### config.mk
export PLATFORM = sky130hd
export DESIGN_NAME = reg_bus_master
export DESIGN_NICKNAME = d
export VERILOG_FILES = /design/src/rtl/reg_bus_pkg.sv /design/src/rtl/reg_sel_decode.sv /design/src/rtl/reg_bus_master.sv
export SDC_FILE = /design/constraint.sdc
export NUM_CORES = 1
export LEC_CHECK = 0
export BUFFER_PORTS_ARGS = -buffer_cell sky130_fd_sc_hd__buf_2
export CORE_ASPECT_RATIO = 1.25
export CORE_MARGIN = 3
export CORE_UTILIZATION = 45
export CTS_CLUSTER_SIZE = 25
export DETAILED_ROUTE_END_ITERATION = 8
export GPL_ROUTABILITY_DRIVEN = 0
export GPL_TIMING_DRIVEN = 0
export PLACE_DENSITY = 0.86
export SKIP_CTS_REPAIR_TIMING = 1
export SLEW_MARGIN = 20
export SYNTH_ARGS = -nofsm -noshare
export SYNTH_HDL_FRONTEND = slang
export SYNTH_HIERARCHICAL = 1
export SYNTH_SLANG_ARGS = --single-unit
### constraint.sdc
create_clock -name clk -period 3.6 [get_ports clk]
set_input_delay 0.9 -clock clk [delete_from_list [all_inputs] [get_ports clk]]
set_output_delay 0.9 -clock clk [all_outputs]
set_load 0.05 [all_outputs]
### src/rtl/reg_bus_pkg.sv
// reg_bus_pkg: command encodings and sequencer states shared by the register-bus master.
package reg_bus_pkg;

    localparam logic [1:0] OP_MOV = 2'b00;
    localparam logic [1:0] OP_LDI = 2'b01;
    localparam logic [1:0] OP_RD  = 2'b10;
    localparam logic [1:0] OP_NOP = 2'b11;

    typedef enum logic [2:0] {
        IDLE,
        READ,
        CAPT,
        WRITE,
        RESP
    } bus_state_t;

endpackage

### src/rtl/reg_sel_decode.sv
// reg_sel_decode: register index to one-hot strobe vector, gated by an enable.
module reg_sel_decode #(
    parameter int N     = 8,
    parameter int SEL_W = $clog2(N)
) (
    input  logic             en,
    input  logic [SEL_W-1:0] sel,
    output logic [N-1:0]     onehot
);

    always_comb begin
        for (int i = 0; i < N; i++) onehot[i] = en && (sel == SEL_W'(i));
    end

endmodule

### src/rtl/reg_bus_master.sv
// reg_bus_master: sequences Read/Write strobes on the register bank for MOV, LDI and RD commands,
// captures returned data and flags index or bus-contention errors.
module reg_bus_master
    import reg_bus_pkg::*;
#(
    parameter int NUM_REGS = 8,
    parameter int WIDTH    = 16,
    parameter int SEL_W    = $clog2(NUM_REGS)
) (
    input  logic                      clk,
    input  logic                      rst_n,
    input  logic                      cmd_valid,
    output logic                      cmd_ready,
    input  logic [1:0]                cmd_op,
    input  logic [SEL_W-1:0]          cmd_src,
    input  logic [SEL_W-1:0]          cmd_dst,
    input  logic [WIDTH-1:0]          cmd_imm,
    output logic                      rsp_valid,
    output logic [WIDTH-1:0]          rsp_data,
    output logic                      err,
    output logic [NUM_REGS-1:0]       reg_read,
    output logic [NUM_REGS-1:0]       reg_write,
    output logic [WIDTH-1:0]          reg_in_bus,
    input  logic [NUM_REGS*WIDTH-1:0] reg_out_bus
);

    bus_state_t          state_q, state_d;
    logic [1:0]          op_q, op_d;
    logic [SEL_W-1:0]    src_q, src_d, dst_q, dst_d, wr_sel;
    logic [WIDTH-1:0]    data_q, data_d, in_bus_q, in_bus_d, rsp_data_q, rsp_data_d, or_val;
    logic [NUM_REGS-1:0] read_q, read_d, write_q, write_d;
    logic                rsp_valid_q, rsp_valid_d, err_q, err_d;
    logic                rd_en, wr_en, src_oor, dst_oor, bad, contention;

    assign src_oor = 32'(cmd_src) >= NUM_REGS;
    assign dst_oor = 32'(cmd_dst) >= NUM_REGS;

    // Idle registers drive zero, so the OR of all slices is the selected value unless another drives.
    always_comb begin
        or_val     = '0;
        contention = 1'b0;
        for (int i = 0; i < NUM_REGS; i++) begin
            or_val = or_val | reg_out_bus[i*WIDTH +: WIDTH];
            if (src_q != SEL_W'(i) && |reg_out_bus[i*WIDTH +: WIDTH]) contention = 1'b1;
        end
    end

    always_comb begin
        state_d     = state_q;
        op_d        = op_q;
        src_d       = src_q;
        dst_d       = dst_q;
        data_d      = data_q;
        in_bus_d    = in_bus_q;
        rsp_valid_d = 1'b0;
        rsp_data_d  = rsp_data_q;
        err_d       = 1'b0;
        rd_en       = 1'b0;
        wr_en       = 1'b0;
        wr_sel      = dst_q;
        bad         = ((cmd_op == OP_MOV || cmd_op == OP_RD) && src_oor) ||
                      ((cmd_op == OP_MOV || cmd_op == OP_LDI) && dst_oor);
        case (state_q)
            IDLE: if (cmd_valid) begin
                op_d  = cmd_op;
                src_d = cmd_src;
                dst_d = cmd_dst;
                if (bad) begin
                    err_d = 1'b1;
                end else if (cmd_op == OP_LDI) begin
                    state_d  = WRITE;
                    wr_en    = 1'b1;
                    wr_sel   = cmd_dst;
                    data_d   = cmd_imm;
                    in_bus_d = cmd_imm;
                end else if (cmd_op != OP_NOP) begin
                    state_d = READ;
                    rd_en   = 1'b1;
                end
            end
            READ: state_d = CAPT;
            CAPT: begin
                data_d = or_val;
                err_d  = contention;
                if (op_q == OP_MOV) begin
                    state_d  = WRITE;
                    wr_en    = 1'b1;
                    in_bus_d = or_val;
                end else begin
                    state_d     = RESP;
                    rsp_valid_d = 1'b1;
                    rsp_data_d  = or_val;
                end
            end
            default: state_d = IDLE;
        endcase
    end

    reg_sel_decode #(.N(NUM_REGS), .SEL_W(SEL_W)) u_rd_dec (
        .en(rd_en), .sel(cmd_src), .onehot(read_d)
    );

    reg_sel_decode #(.N(NUM_REGS), .SEL_W(SEL_W)) u_wr_dec (
        .en(wr_en), .sel(wr_sel), .onehot(write_d)
    );

    always_ff @(posedge clk or negedge rst_n) begin
        if (!rst_n) begin
            state_q     <= IDLE;
            op_q        <= OP_NOP;
            src_q       <= '0;
            dst_q       <= '0;
            data_q      <= '0;
            in_bus_q    <= '0;
            rsp_valid_q <= 1'b0;
            rsp_data_q  <= '0;
            err_q       <= 1'b0;
            read_q      <= '0;
            write_q     <= '0;
        end else begin
            state_q     <= state_d;
            op_q        <= op_d;
            src_q       <= src_d;
            dst_q       <= dst_d;
            data_q      <= data_d;
            in_bus_q    <= in_bus_d;
            rsp_valid_q <= rsp_valid_d;
            rsp_data_q  <= rsp_data_d;
            err_q       <= err_d;
            read_q      <= read_d;
            write_q     <= write_d;
        end
    end

    assign cmd_ready  = (state_q == IDLE);
    assign rsp_valid  = rsp_valid_q;
    assign rsp_data   = rsp_data_q;
    assign err        = err_q;
    assign reg_read   = read_q;
    assign reg_write  = write_q;
    assign reg_in_bus = in_bus_q;

endmodule

---- Word-level counts from Yosys, hierarchy flattened ----
Cells that the tools add are included.
storage, ports and cells
  input bits .............................. 155
  output and inout bits ................... 51
  flip-flop bits (word level) ............. 61
  logic and storage cells ................. 120
operators by class
  mux-type cells .......................... 31
  reductions and logical operators ........ 42
  equality and inequality tests ........... 29
  bitwise operators ....................... 8
operators by type and width
  kind                                                                   count
  16-bit OR reduction                                                    8
  16-bit OR                                                              7
  16-bit 2-to-1 mux                                                      3
  16-bit one-hot mux with 2 select lines                                 1
  3-bit equality test, second input constant                             8
  1-bit logical AND                                                      24
  3-bit 2-to-1 mux                                                       7
  1-bit 2-to-1 mux                                                       18
  3-bit by 2-bit equality test with 1-bit output, second input constant  5
  3-bit != test, second input constant                                   4
  3-bit by 1-bit equality test with 1-bit output, second input constant  3
  3-bit logical NOT                                                      3
  3-bit one-hot mux with 3 select lines                                  1
  2-bit != test, second input constant                                   3
  3-bit by 1-bit != test with 1-bit output, second input constant        2
  3-bit by 2-bit != test with 1-bit output, second input constant        2
  2-bit AND reduction                                                    3
  4-bit AND reduction                                                    1
  3-bit nonzero test                                                     1
  2-bit by 1-bit equality test with 1-bit output, second input constant  1
  2-bit logical NOT                                                      1
  2-bit by 1-bit != test with 1-bit output, second input constant        1
  1-bit one-hot mux with 2 select lines                                  1
  2-bit nonzero test                                                     1
  1-bit NOT                                                              1

---- Logic depth before layout (Yosys ltp) ----
Gate-level depths: netlist of the first run.
  depth after elaboration ................. 11
  mapped depth ............................ 7
  mapped depth without buffers ............ 5

---- By module ----
Netlist of the first run, hierarchy kept.
modules (own cells, without submodules)
  module          area an instance (µm²)  cells each  sequential area each (µm²)  instances
  reg_bus_master  2841.5                  289         1529.0                      1
  reg_sel_decode  95.1                    8           0.0                         2

---- Worst setup path after synthesis of the first run ----
No wires, ideal clock.
  path kind ............................... reg2out
  start ................................... register state_q[1]
  end ..................................... output cmd_ready
  arrival time ............................ 1.574 ns
  path buffers ............................ 1
  slack ................................... 1.126 ns
  required time ........................... 2.700 ns
  stages on the path, launching flop included .. 3
  cells stage by stage .................... dfrtp_1 -> buf_2 -> nor3_1
between the ends
  word-level cells in the longest chain between the ends .. 1
RTL lines
  what                      RTL line               RTL
  start: declaration        reg_bus_master.sv:27   bus_state_t state_q, state_d;
  start signal: assignment  reg_bus_master.sv:121  state_q <= state_d;
  3-bit logical NOT         reg_bus_master.sv:135  assign cmd_ready = (state_q == IDLE);
  end: declaration          reg_bus_master.sv:13   output logic cmd_ready,
No other way between the ends.

---- Worst setup path in the final report of the first run ----
  start ................................... input reg_out_bus[99]
  end ..................................... register err_q, in the netlist err
between the ends
  word-level cells in the longest chain between the ends .. 5
RTL lines
  what                           RTL line               RTL
  start: declaration             reg_bus_master.sv:24   input logic [NUM_REGS*WIDTH-1:0] reg_out_bus
  16-bit OR reduction            reg_bus_master.sv:44   if (src_q != SEL_W'(i) && |reg_out_bus[i*WIDTH +: WIDTH]) contention = 1'b1;
  1-bit logical AND              reg_bus_master.sv:44
  1-bit 2-to-1 mux (2 in a row)  reg_bus_master.sv:44
  1-bit 2-to-1 mux               --
  via err_d                      reg_bus_master.sv:32   logic rsp_valid_q, rsp_valid_d, err_q, err_d;
  end signal: assignment         reg_bus_master.sv:129  err_q <= err_d;
  end: declaration               reg_bus_master.sv:32
The timed path passes the listed nets, and every way through them passes these cells.
A chain may end at the register's enable or synchronous reset.

==> results, run 1 <==
- Along the worst path, the maximum fanout reaches 2.
- The worst-case headroom to the max-slew limit is 40.2%.
- The area share of the largest cell type after synthesis is 48.7%.
- The floorplan die area is 7760 um^2.
- Buffers inserted during clock tree synthesis total 9.
- The wire-length estimate of the detail-placed layout is 10.7 mm.
- The number of vias per cell after detailed routing is 6.21.
- The final count of negative-setup-slack endpoints is 0.
- The switching part of the total is 45.8%.
- The data required time at the worst endpoint is 3.81 ns.
- For this design the static power due to leakage is 2.08 nW.
- The xor/xnor cell area share of the yosys netlist is 0%.
- Summing the areas of all compound-gate instances in the mapped netlist gives 14.3% of the synthesized area.
- The detailed-route via count is 3781.
- After synthesis, the largest family of logic cells by area is simple AND/OR/NAND/NOR gates.
- The startpoint identified for the worst hold timing path is reg_in_bus[14]$_DFFE_PN0P_.
- TritonCTS built the clock tree.
- The global-route wire length before repair is 19.0 mm.
- In this run the tool buffered the top-level ports with 205 buffer cells.
- The worst register-to-register path begins at state_q[1]$_DFFE_PN0P_.
- After Yosys synthesis, and, or, nand and nor cells account for 28.8% of the synthesized area.
- The summed negative setup slack over all endpoints is 0 ns.
- The count of boundary I/O pins is 206.
- The via count of the first global-routing pass is 3650.
- The number of nets in the layout is 676.
- Internal power comes to 0.00161 W.
- In this run the clock root is driven by a sky130_fd_sc_hd__clkbuf_8.
- The die is 97.8 um tall.
- In this run the power spent charging and discharging nets is 0.00136 W.
- For this run, the leading register cell type out of synthesis is sky130_fd_sc_hd__dfrtp_1.
- The area growth from synthesis to layout is 43.4%.
- The final antenna diode count is 0.
- The path class of the tightest hold or removal check is flip-flop to flip-flop.
- The adder and majority gate portion of the synthesized area is 0%.
- For this block, the initial DRC count from the detailed router was 331.
- The clock net in this run drives a total of 61 sinks.
- Of all flip-flops after synthesis, the portion carrying an async set or reset was 100%.
- The final global-route overflow total is 0.
- For this run, the top clock speed supported by timing is 435 MHz.
- The run finished with clean final reports.
- The core region is 6370 um^2.
- In this run, placement finished with an instance count of 595.
- The cell area after synthesis is 3030 um^2.
- In this run the remaining antenna-violating nets after routing total 0.
- The worst setup path is launched from an input pin.
- During synthesis, Yosys emitted a total of 6 warnings.
- Of the cells placed in the final design, the portion with a size suffix greater than 1 is 48.1%.
- The endpoint type of the worst setup path is a flip-flop.
- The initial cell density of the core is 47.6%.
- Counting flops with a built-in enable in the synthesized netlist gives 0.
- For this run, design rule violations remaining after detail routing come to 0.
- After synthesis, the cell types taking the most area are sky130_fd_sc_hd__dfrtp_1, sky130_fd_sc_hd__nor4_1, sky130_fd_sc_hd__a21oi_1, sky130_fd_sc_hd__a31oi_1, sky130_fd_sc_hd__mux2_2.
- The multiplexer share of the synthesized area is 4.37%.
- The maximum vdd ir drop is 489 uV.
- Data on the critical path arrives at its endpoint at 2.51 ns.
- The clock passes through at most 2 buffers.
- After synthesis the netlist holds a flip-flop and latch count of 61.
- The sequential share of power is 32.8%.
- The clock period could shrink to 2.30 ns.
- In this run the power density over the cells is 684 nW/um^2.
- In the global route stage, overall resource usage came out at 32.8%.
- The count of maximum capacitance violations is 0.
- The clock network burns 19.5% of the power.
- After detailed routing, the average wire length per cell comes to 21.5 um.
- The critical path starts at reg_out_bus[99].
- The post-synthesis cell count is 305.
- The slowest cell on the critical path is sky130_fd_sc_hd__nor4_1.
- The clock insertion delay at the later pin of the skew report is 0.33 ns.
- Sequential elements use 50.4% of the synthesized area.
- The depth of the CTS H-tree is 3.
- The most common library cell in the layout ignoring fill and taps is sky130_fd_sc_hd__buf_2.
- In the layout the commonest cells are sky130_fd_sc_hd__buf_2, sky130_fd_sc_hd__nor4_1, sky130_fd_sc_hd__dfrtp_1.
- The total iterations of the first detailed-routing run is 5.
- In the finished design, the share of the clock period the worst path needs comes to 63.9%.
- In this design, the stage delay of the slowest critical-path cell is 0.57 ns.
- The overall die width is 79.4 um.
- On the final layout, the worst clock skew is 0.00643 ns.
- By startpoint and endpoint, the worst setup path is classified as input pin to flip-flop.
- After clock tree synthesis, the clock-pin slew on the worst setup and hold paths is 0.07 ns.
- The filler cells instantiated in the layout total 537.
- The floorplan row count is 32.
- The number of antenna violations at the first check in global routing was 0.
- The number of nets in the synthesized netlist is 460.
- The number of pins with negative max-slew slack in the final report is 0.
- The number of hold violations in the final report was 0.
- The slew at the pin closest to its max-slew limit is 0.889 ns.
- The maximum number of pins on one net before global-route repair is 62.
- The signal on the critical path passes through buf_2 -> nor4_1 -> nand4_1 -> mux2i_1 -> a31oi_1 -> or3_1.
- A synthesized cell averages 9.94 um^2.
- After the flow finishes, the layout carries non-filler instances totaling 609.
- In this run, the combinational gates consume 47.7% of the power.
- Summed over all layers, the routed wires come to 13.1 mm.
- Summed over all instances, the cell type with the most area after synthesis is sky130_fd_sc_hd__dfrtp_1.
- Setup repair after global routing left no endpoint under its margin.
- The netlist uses 37 different library cells.
-- power groups by stage --
stage	Combinational, W	Clock, W	Sequential, W
finish	0.00142	0.000580	0.000975
floorplan	0.000574	0	0.00135
global placement	0.00137	0	0.000974
CTS	0.00141	0.000582	0.000973
detailed placement	0.00141	0	0.000984
global route	0.00151	0.000620	0.000992
-- sequential cells by signal, indices dropped and copies added (netlist names) --
| signal | cells |
|---|---|
| src_q | 3 |
| state_q | 3 |
| reg_write | 8 |
| reg_read | 8 |
| err | 1 |
| dst_q | 3 |
| rsp_valid | 1 |
| rsp_data | 16 |
| op_q | 2 |
| reg_in_bus | 16 |
-- cells in the mapped netlist, types with 2 or more instances --
cell type	count
sky130_fd_sc_hd__dfstp_2	2
sky130_fd_sc_hd__and4bb_1	4
sky130_fd_sc_hd__and4b_2	4
sky130_fd_sc_hd__nand2_1	20
sky130_fd_sc_hd__or3_1	2
sky130_fd_sc_hd__nor4b_2	2
sky130_fd_sc_hd__a31oi_1	19
sky130_fd_sc_hd__o21ai_0	16
sky130_fd_sc_hd__nor3_1	2
sky130_fd_sc_hd__nor2_1	21
sky130_fd_sc_hd__o21bai_1	2
sky130_fd_sc_hd__buf_2	6
sky130_fd_sc_hd__nand2_2	2
sky130_fd_sc_hd__buf_1	2
sky130_fd_sc_hd__and4b_1	2
sky130_fd_sc_hd__dfrtp_1	59
sky130_fd_sc_hd__nand4_1	8
sky130_fd_sc_hd__clkbuf_1	3
sky130_fd_sc_hd__nor4_1	65
sky130_fd_sc_hd__mux2_2	10
sky130_fd_sc_hd__and4bb_2	2
sky130_fd_sc_hd__mux2i_1	2
sky130_fd_sc_hd__a21oi_1	35
sky130_fd_sc_hd__and4_2	2
-- final timing paths --
path	end	slack [ns]	cells past startpoint
max in group asynchronous	rsp_data[2]$_DFFE_PN0P_	2.44	1
hold / removal	reg_in_bus[14]$_DFFE_PN0P_	0.48	2
min in group asynchronous	dst_q[0]$_DFFE_PN0P_	0.64	1
setup / recovery	err$_DFF_PN0_	1.30	6
setup reg to reg	reg_write[5]$_DFF_PN0_	1.71	7
hold reg to reg	reg_in_bus[14]$_DFFE_PN0P_	0.48	2
-- layer usage --
layer | track usage [%] | vias up | wire [um]
li1 | - | 1654 | -
met1 | 40.2 | 1770 | 4860
met2 | 53.2 | 306 | 6120
met3 | 10.7 | 51 | 1550
met4 | 13.2 | 0 | 551
met5 | 0 | - | 0
-- through the flow --
step           util, %  hold WS [ns]  cell area (um^2)  total power (W)  setup WS, ns
4_1_cts           68.3         0.479              4350          0.00297          1.32
2_1_floorplan        -         0.475              3030          0.00193          1.13
3_5_place_dp      65.4         0.465              4170          0.00239          1.01
5_1_grt           68.3         0.507              4350          0.00312          1.19
6_report          68.3         0.478              4350          0.00297          1.30
3_3_place_gp      65.4         0.458              4160          0.00234          1.07
-- cell families after synthesis --
kind of cell           Yosys count
multiplexers                    12
buffers and inverters           14
flip-flops                      61
AO/OA/AOI/OAI                   77
AND/OR/NAND/NOR                141
-- cell type report --
| type | count | area, um^2 | share of cell area (%) |
|---|---|---|---|
| sequential | 61 | 1530 | 35.2 |
| tap | 85 | 106 | 2.45 |
| clock buffer | 12 | 145 | 3.34 |
| buffer | 12 | 56.3 | 1.30 |
| inverter | 2 | 7.51 | 0.173 |
| multi-input combinational | 230 | 1440 | 33.1 |
| timing repair buffer | 205 | 1030 | 23.7 |
| clock inverter | 2 | 35.0 | 0.806 |
-- worst max-delay path: cells and delay by family --
kind	cells	cell delay [ns]
multiplexers	1	0.23
AO/OA/AOI/OAI	1	0.09
AND/OR/NAND/NOR	3	1.18
buffers and inverters	1	0.10
Note: power is estimated with default switching activity, not from simulation.
==> inputs of run 2 (changes only) <==
--- a/config.mk
+++ b/config.mk
@@ -5,15 +5,16 @@
 export SDC_FILE = /design/constraint.sdc
 export NUM_CORES = 1
 export LEC_CHECK = 0
+export ABC_AREA = 1
 export BUFFER_PORTS_ARGS = -buffer_cell sky130_fd_sc_hd__buf_2
 export CORE_ASPECT_RATIO = 1.25
 export CORE_MARGIN = 3
-export CORE_UTILIZATION = 45
+export CORE_UTILIZATION = 44
 export CTS_CLUSTER_SIZE = 25
 export DETAILED_ROUTE_END_ITERATION = 8
 export GPL_ROUTABILITY_DRIVEN = 0
 export GPL_TIMING_DRIVEN = 0
-export PLACE_DENSITY = 0.86
+export PLACE_DENSITY = 0.82
 export SKIP_CTS_REPAIR_TIMING = 1
 export SLEW_MARGIN = 20
 export SYNTH_ARGS = -nofsm -noshare
==> constraint.sdc (replaced) <==
create_clock -name clk -period 2.3 [get_ports clk]
set_input_delay 0.575 -clock clk [delete_from_list [all_inputs] [get_ports clk]]
set_output_delay 0.575 -clock clk [all_outputs]
set_load 0.05 [all_outputs]
==> run 2 against run 1 <==
Effect of this change:
- count of clock-buffer cells in the layout is the same
- cell count grew 27%
- hold slack lost 0.17 ns
- sequential power grew 60%
- largest cell class is now multi-input combinational cells
==> results, run 2 <==
- The run finished with clean final reports.
- The number of nets in the layout is 834 (+23%).
- The summed negative setup slack over all endpoints is 0 ns (unchanged).
- The number of nets in the synthesized netlist is 618 (+34%).
- The post-placement worst setup slack was 0.328 ns (-0.684 ns).
- The most used flip-flop cell after synthesis is sky130_fd_sc_hd__dfrtp_1.
- The signal on the critical path passes through nor3_4 -> inv_2 -> a21oi_4 -> buf_8 -> mux2_4.
- The overall die width is 84.3 um (+6.1%).
- The sink count of the clock tree is 61 (unchanged).
- The final antenna-violating net count is 0 (unchanged).
- The delay of the slowest cell on the worst path is 0.42 ns (-0.15 ns).
- The maximum number of pins on one net before global-route repair is 62 (unchanged).
- The total DRC errors in the routed layout is 0 (unchanged).
- The post-synthesis cell count is 463 (+52%).
- The number of hold violations in the final report is 0 (unchanged).
- The maximum achievable frequency is 506 MHz.
- In the post-synthesis netlist, the cell with the most instances is sky130_fd_sc_hd__nor2_1.
- The xor/xnor cell area share of the yosys netlist is 0% (unchanged).
- The number of violations reported at the end of detailed-routing iteration 0 is 234 (-29%).
- Setup repair after global routing left no endpoint under its margin.
- The post-layout instance area is 4730 um^2 (+8.8%).
- The clock period minus final worst setup slack is 1.98 ns.
- The maximum vdd ir drop is 915 uV (+87%).
- The total power per unit cell area came to 1010 nW/um^2 (+48%).
- The per-instance average area after synthesis came to 7.28 um^2 (-27%).
- The async set-reset flop share out of synthesis came to 100% (unchanged).
- The number of antenna violations at the first check in global routing is 0 (unchanged).
- The total wire length after detailed routing came to 11.7 mm (-11%).
- After synthesis, the cell types taking the most area are sky130_fd_sc_hd__dfrtp_1, sky130_fd_sc_hd__nor2_1, sky130_fd_sc_hd__nand2_1, sky130_fd_sc_hd__nand3_1, sky130_fd_sc_hd__o21ai_0.
- The final critical path takes up 86.0% of the cycle.
- The number of pins with negative max-slew slack in the final report is 0 (unchanged).
- The cell area after placement is 4510 um^2 (+8.3%).
- The adder and majority gate portion of the synthesized area is 0% (unchanged).
- The worst-case headroom to the max-slew limit was 50.5% (+10 points).
- The top cell types in the final layout, fill and taps aside, are sky130_fd_sc_hd__buf_2, sky130_fd_sc_hd__nor2_1, sky130_fd_sc_hd__nand2_1.
- The number of buffers added by the clock tree synthesis step is 9 (unchanged).
- The global-route usage over all layers was 26.2% (-6.6 points).
- The final count of negative-setup-slack endpoints is 0 (unchanged).
- The global-route wire length before repair came to 18.3 mm (-3.8%).
- The number of enable flip-flop cells after synthesis is 0 (unchanged).
- The biggest fanout along the worst timing path is 10 (+8).
- The total number of yosys warnings is 6 (unchanged).
- The number of vias per cell after detailed routing came to 5.15 (-17%).
- Tracing the worst setup path back leads to its startpoint at state_q[0]$_DFFE_PN0P_.
- The sequential-to-total area share from yosys stat is 45.4% (-5.1 points).
- The data required time at the worst endpoint is 2.52 ns (-1.29 ns).
- The die extent in y is 104 um (+6.2%).
- The buffer cell driving the clock tree root is sky130_fd_sc_hd__clkbuf_8.
- The count of buffering cells on the critical path with inverters included was 2 (+1).
- The slowest cell on the critical path is sky130_fd_sc_hd__dfrtp_1.
- The simple-gate portion of the synthesized area is 36.1% (+7.3 points).
- The post-route worst setup slack is 0.323 ns (-0.977 ns).
- The critical path depth in cells is 5 (-1).
- The top cell family by delay on the critical path is flip-flops.
- The clock insertion delay at the later pin of the skew report is 0.34 ns (about the same).
- The number of cells on the worst reg-to-reg path is 5 (-2).
- The final core utilization came to 63.9% (-4.4 points).
- The floorplan die area is 8750 um^2 (+13%).
- The final routed wire length divided by cell count was 15.0 um (-30%).
- The largest family of logic cells by synthesized area is simple AND/OR/NAND/NOR gates.
- The maximum clock skew at final layout is 0.0101 ns (+0.00365 ns).
- The initial cell density of the core is 45.5% (-2.1 points).
- The final global-route overflow total came to 0 (unchanged).
- The depth of the CTS H-tree came to 3 (unchanged).
- The count of boundary I/O pins is 206 (unchanged).
- The floorplan row count came to 35 (+9.4%).
- The fraction of layout instances using a drive strength above 1 came to 35.8% (-12 points).
- The reported leakage power was 2.41 nW (+16%).
- The count of maximum capacitance violations was 0 (unchanged).
- The distinct cell type count of the synthesized netlist is 25 (-32%).
- The HPWL after detailed placement is 9.66 mm (-10%).
- The multiplexer share of the synthesized area is 5.24% (+0.86 points).
- The power after layout came to 0.00478 W (+61%).
- The maximum count of clock buffers along a single path is 2 (unchanged).
- TritonCTS built the clock tree.
- The detailed-route via count is 3995 (+5.7%).
- The worst endpoint data arrival time is 2.19 ns (-0.32 ns).
- The floorplan core area is 7400 um^2 (+16%).
- The most area-hungry cell type in the Yosys netlist is sky130_fd_sc_hd__dfrtp_1.
- The cell area after synthesis is 3370 um^2 (+11%).
- The class of the tightest hold or removal check is input pin to asynchronous set/reset pin.
- The worst setup path is launched from a flip-flop.
- The category of the most critical setup path is flip-flop to flip-flop.
- The startpoint of the lowest-slack register-to-register path is state_q[0]$_DFFE_PN0P_.
- The area share of the largest cell type after synthesis is 43.8% (-4.9 points).
- The count of port buffers added during placement was 205 (unchanged).
- The total iterations of the first detailed-routing run is 5 (unchanged).
- The most common library cell in the layout ignoring fill and taps is sky130_fd_sc_hd__buf_2.
- The slew at the pin closest to its max-slew limit is 0.743 ns (-0.147 ns).
- The via count of the first global-routing pass is 3935 (+7.8%).
- The synthesized flop and latch total is 61 (unchanged).
- The area growth from synthesis to layout is 40.4%.
- The compound-gate portion of the synthesized area came to 8.43% (-5.9 points).
- In the synthesized netlist, the cells that appear most often are sky130_fd_sc_hd__nor2_1, sky130_fd_sc_hd__nand2_1, sky130_fd_sc_hd__dfrtp_1.
- The final antenna diode count is 0 (unchanged).
- The clock transition time at the flip-flop clock pins of the worst setup and hold paths is 0.06 ns (about the same).
- The endpoint type of the worst setup path is a flip-flop.
[run 2: path summary, 6_finish.rpt]
check / endpoint / slack, ns
max: rsp_data[10]$_DFFE_PN0P_ / 0.32
min: reg_in_bus[12]$_DFFE_PN0P_ / 0.31
max reg2reg: rsp_data[10]$_DFFE_PN0P_ / 0.32
min reg2reg: rsp_data[7]$_DFFE_PN0P_ / 0.50
max in group asynchronous: src_q[0]$_DFFE_PN0P_ / 1.50
min in group clk: dst_q[0]$_DFFE_PN0P_ / 0.48
[run 2: stage by stage]
stage / instances / hold WS, ns
after global routing: 776 / 0.362
after global placement: 760 / 0.487
after floorplan: 463 / 0.279
after detailed placement: 760 / 0.490
after CTS: 776 / 0.329
final: 776 / 0.306
[run 2: final cells by class]
| cell class | instances | area [um^2] |
|---|---|---|
| Sequential cell | 61 | 1530 |
| Tap cell | 92 | 115 |
| Clock buffer | 12 | 145 |
| Timing Repair Buffer | 205 | 1030 |
| Multi-Input combinational cell | 362 | 1680 |
| Inverter | 33 | 124 |
| Fill cell | 640 | 2670 |
| Buffer | 7 | 41.3 |
| Clock inverter | 4 | 72.6 |
[run 2: layer usage]
layer / GRT usage [%] / vias to the layer above / part of all wire, %
met5: 0 / - / 0
met2: 45.7 / 214 / 51
li1: - / 1933 / -
met1: 31.1 / 1815 / 38
met3: 4.30 / 33 / 6.9
met4: 12.5 / 0 / 3.5
[run 2: kinds of logic after synthesis]
kind of cell,count (synthesis)
compound gates,53
buf+inv,40
simple gates,295
mux,14
flops,61
[run 2: power breakdown]
group / leakage, nW / internal, W / switching, W / total (W)
sequential: 0.723 / 0.00138 / 0.000175 / 0.00156
clock: 0.107 / 0.000639 / 0.000400 / 0.00104
combinational: 1.58 / 0.000599 / 0.00158 / 0.00218
total: 2.41 / 0.00262 / 0.00216 / 0.00478
